### src/rtl/mux2x1_rr_arbiter.sv
// Round-robin select controller for a shared 2:1 mux. It grants one requester
// at a time, drives the mux select and registers the selected data onto y.
//
// Handshake: req0/req1 are level requests. gnt0/gnt1 rise one edge after a
// request and fall one edge after the request drops. While its gnt is high, a
// requester must hold its data stable. y/y_valid follow the grant by one edge.
module mux2x1_rr_arbiter #(
   parameter int WIDTH    = 1,
   parameter int MAX_HOLD = 4
) (
   input  logic             clk,
   input  logic             rst,
   input  logic             req0,
   input  logic             req1,
   input  logic [WIDTH-1:0] a0,
   input  logic [WIDTH-1:0] a1,
   output logic             gnt0,
   output logic             gnt1,
   output logic             s,
   output logic [WIDTH-1:0] y,
   output logic             y_valid
);

   localparam int HW = (MAX_HOLD > 1) ? $clog2(MAX_HOLD) : 1;
   localparam logic [HW-1:0] HOLD_LAST = HW'(MAX_HOLD - 1);

   typedef enum logic [1:0] {
      IDLE = 2'd0,
      GNT0 = 2'd1,
      GNT1 = 2'd2
   } state_t;

   state_t        state;
   state_t        state_nxt;
   logic [HW-1:0] hold_cnt;
   logic [HW-1:0] hold_nxt;
   logic          last;
   logic          last_nxt;
   logic          s_nxt;

   always_comb begin
      state_nxt = state;
      hold_nxt  = '0;
      last_nxt  = last;
      s_nxt     = s;
      case (state)
         IDLE: begin
            if (req0 && req1)  state_nxt = last ? GNT0 : GNT1;
            else if (req0)     state_nxt = GNT0;
            else if (req1)     state_nxt = GNT1;
         end
         GNT0: begin
            if (!req0)                              state_nxt = req1 ? GNT1 : IDLE;
            else if (req1 && hold_cnt == HOLD_LAST) state_nxt = GNT1;
            else hold_nxt = (hold_cnt == HOLD_LAST) ? hold_cnt : hold_cnt + 1'b1;
         end
         GNT1: begin
            if (!req1)                              state_nxt = req0 ? GNT0 : IDLE;
            else if (req0 && hold_cnt == HOLD_LAST) state_nxt = GNT0;
            else hold_nxt = (hold_cnt == HOLD_LAST) ? hold_cnt : hold_cnt + 1'b1;
         end
         default: state_nxt = IDLE;
      endcase
      // A fresh grant starts with hold_cnt=0 (default above) and records its owner.
      if (state_nxt != state) begin
         if (state_nxt == GNT0) begin
            last_nxt = 1'b0;
            s_nxt    = 1'b0;
         end else if (state_nxt == GNT1) begin
            last_nxt = 1'b1;
            s_nxt    = 1'b1;
         end
      end
   end

   assign gnt0 = (state == GNT0);
   assign gnt1 = (state == GNT1);

   always_ff @(posedge clk or posedge rst) begin
      if (rst) begin
         state    <= IDLE;
         hold_cnt <= '0;
         last     <= 1'b1;
         s        <= 1'b0;
         y        <= '0;
         y_valid  <= 1'b0;
      end else begin
         state    <= state_nxt;
         hold_cnt <= hold_nxt;
         last     <= last_nxt;
         s        <= s_nxt;
         y_valid  <= gnt0 | gnt1;
         if (gnt0 | gnt1) y <= s ? a1 : a0;
      end
   end

endmodule

### config.mk
export PLATFORM = sky130hd
export DESIGN_NAME = mux2x1_rr_arbiter
export DESIGN_NICKNAME = d
export VERILOG_FILES = /design/src/rtl/mux2x1_rr_arbiter.sv
export SDC_FILE = /design/constraint.sdc
export NUM_CORES = 1
export LEC_CHECK = 0
export ABC_AREA = 1
export CAP_MARGIN = 20
export CORE_UTILIZATION = 40
export DETAILED_ROUTE_END_ITERATION = 12
export PLACE_DENSITY = 0.69
export RECOVER_POWER = 100
export SYNTH_ARGS = -nofsm -noshare
export SYNTH_HDL_FRONTEND = slang
export SYNTH_SLANG_ARGS = --single-unit
### constraint.sdc
create_clock -name clk -period 2.2 [get_ports clk]
set_input_delay 0.33 -clock clk [delete_from_list [all_inputs] [get_ports clk]]
set_output_delay 0.33 -clock clk [all_outputs]
set_load 0.05 [all_outputs]
==> impl_metrics.tcl <==
set metrics [dict create \
    antenna_left 0 \
    diodes 0 \
    syn2layout_area_growth_pct 23.18 \
    fin_tns_setup_ps 0 \
    layout_worst_path_cycle_share 0.8402 \
    cts_setup_buffers 0 \
    outcome "finished clean" \
    busiest_layer "met2" \
    slew_headroom 0.6052 \
    syn_nets 88 \
    setup_violations 0 \
    clkTransAtPathRegs_ps 60 \
    cts_sinks 8 \
    drt-initial-drc-count 19 \
    hold_path_class "in -> async" \
    clock_latency_ps 250 \
    ioPinCount 11 \
    avgRoutedWirePerCell_um 8.879 \
    power.density_nw_per_um2 1545 \
    grt_pass1_wl_um 1524 \
    cts_buffer_depth 2 \
    drive_gt1_frac 0.1196 \
    power.leakage_nw 0.3751 \
    fp.coreArea_um2 1285 \
    start_kind "register" \
    die_w_um 39.10 \
    holdBufCountCts 0 \
    dr.pass1.iters 4 \
    io_buffer_count 10 \
    timing.fmax_ghz 0.5410 \
    crit_chain "inv_1 > ha_1 > nand2_1 > inv_1 > nand3_1 > nand3_1 > nand2_1 > ha_1 > inv_1 > nand2_2 > nand2_1 > nand2_1" \
    ys_warn_count 0 \
    grt_pass1_vias 399 \
    period_needed_ps 1848 \
    dp_slack_ps 206.3 \
    yosys_register_bits 8 \
    cts_buffers 3 \
    yosysSeqAreaShare 0.3659 \
    worstPathBufferInverterCount 3 \
    rows 13 \
    cap_violations 0 \
    nFillCells 130 \
    arrival_ps 1980 \
    grt_overflow 0 \
    tritoncts "built" \
    tightest_slew_ps 594.7 \
    crit_top_cell "nand2_1" \
    irDropWorstVdd_v 0.0007255 \
    initial_core_util 0.4284 \
    fp.dieH_um 39.10 \
    syn_inst 77 \
    instances_no_fill 107 \
    path_class "reg -> reg" \
    grt_max_degree 9 \
    die-area_um2 1529 \
    syn_area_per_cell_um2 7.150 \
    cts_root_buf "clkbuf_4" \
    crit_slowest_cell "dfrtp_1" \
    slew_violations 0 \
    crit_family "simple AND/OR/NAND/NOR gates" \
    fin_nets 104 \
    hpwl_um 801.9 \
    routed_wl_um 950 \
    use_met3 0.06936 \
    remaining_drc_errors 0 \
    stdcell_area_um2 678.2 \
    synth_cell_type_count 14 \
    endpoint_kind "register" \
    h-tree-depth 1 \
    critPathRequiredTime_ps 2330 \
    num_vias 511 \
    cts_resized 0 \
    rsz0062_at_grt "no" \
    syn_area_um2 550.5 \
    place_area_um2 671.9 \
    finalClockSkew_ps 12.35 \
    vias_per_cell 4.776 \
    setup_ws_ps 351.6 \
    post-place-cells 103 \
    place_congestion 0.7632 \
    track_usage 0.1489 \
    antenna_found_initial 0 \
    crit_fanout 6 \
    met1_usage 0.1796 \
    use_met2 0.2417 \
    hold_viol 0 \
    slowest_delay_ps 440 \
]
stage by stage:
step / total power, mW / hold WS [ps] / util
after floorplan: 0.8037 / 144.9 / -
after global placement: 0.9677 / 456.7 / 0.5229
after detailed placement: 0.9786 / 462.3 / 0.5229
after CTS: 1.101 / 317.0 / 0.5433
after global routing: 1.148 / 469.4 / 0.5278
final: 1.048 / 449.5 / 0.5278
sequential cells by signal, indices dropped and copies added (netlist names):
| name | flops |
|---|---|
| last | 1 |
| hold_cnt | 2 |
| s | 1 |
| state | 2 |
| y | 1 |
| y_valid | 1 |
worst paths after layout:
check	cells after the start	slack, ps	from	end
hold / removal	2	450	rst	y
setup reg to reg	12	350	state[0]	s
setup / recovery	12	350	state[0]	s
hold reg to reg	2	470	last	last
max in group asynchronous	2	1460	rst	last
min in group clk	2	470	last	last
metal layers:
metal / vias to the layer above / wire length, um
li1: 267 / -
met1: 229 / 432
met2: 15 / 480
met3: 0 / 38
met4: 0 / 0
met5: - / 0
cell usage after synthesis:
master / count / share of area
dfrtp_1: 7 / 0.32
nand3_1: 8 / 0.073
inv_2: 1 / 0.0068
ha_1: 5 / 0.11
a22o_1: 1 / 0.016
a31oi_1: 1 / 0.011
a21oi_1: 1 / 0.0091
nor2_1: 7 / 0.048
nand2_2: 5 / 0.057
dfstp_2: 1 / 0.048
nor2_2: 1 / 0.011
inv_1: 15 / 0.10
nand2_1: 22 / 0.15
nand3_2: 2 / 0.036
placed cells by master (no fill, tap or decap), drive strengths merged:
master,instances
a21oi,1
a22o,1
a31oi,1
buf,1
clkbuf,6
clkdlybuf4s50,4
dfrtp,7
dfstp,1
dlygate4sd3,4
ha,5
inv,16
nand2,27
nand3,10
nor2,8
power breakdown:
part | leakage, nW | internal, mW | switching, mW
combinational | 0.262 | 0.219 | 0.443
sequential | 0.0985 | 0.222 | 0.0464
clock | 0.0150 | 0.0692 | 0.0477
cell families (layout without fill, tap and decap cells):
family	after synthesis	count (layout)	share of synthesized area
and+or+nand+nor	45	45	0.3750
AOI/OAI and AO/OA	3	3	0.03637
DFF	8	8	0.3659
buffers and inverters	16	31	0.1091
adders and majority gates	5	5	0.1136
area by class of cell:
class | count | area (um^2) | area share
Clock buffer | 4 | 26.28 | 0.03875
Inverter | 16 | 60.06 | 0.08856
Multi-Input combinational cell | 53 | 276.5 | 0.4077
Sequential cell | 8 | 201.4 | 0.2970
Tap cell | 15 | 18.77 | 0.02768
Timing Repair Buffer | 11 | 95.09 | 0.1402
worst register-to-register path, stage by stage (launching register included):
cell and delay [ps]:
dfrtp_1 440, inv_1 150, ha_1 200, nand2_1 60, inv_1 80, nand3_1 80, nand3_1 110, nand2_1 110
ha_1 280, inv_1 80, nand2_2 60, nand2_1 50, nand2_1 40
Power figures use the tool's default switching activity.
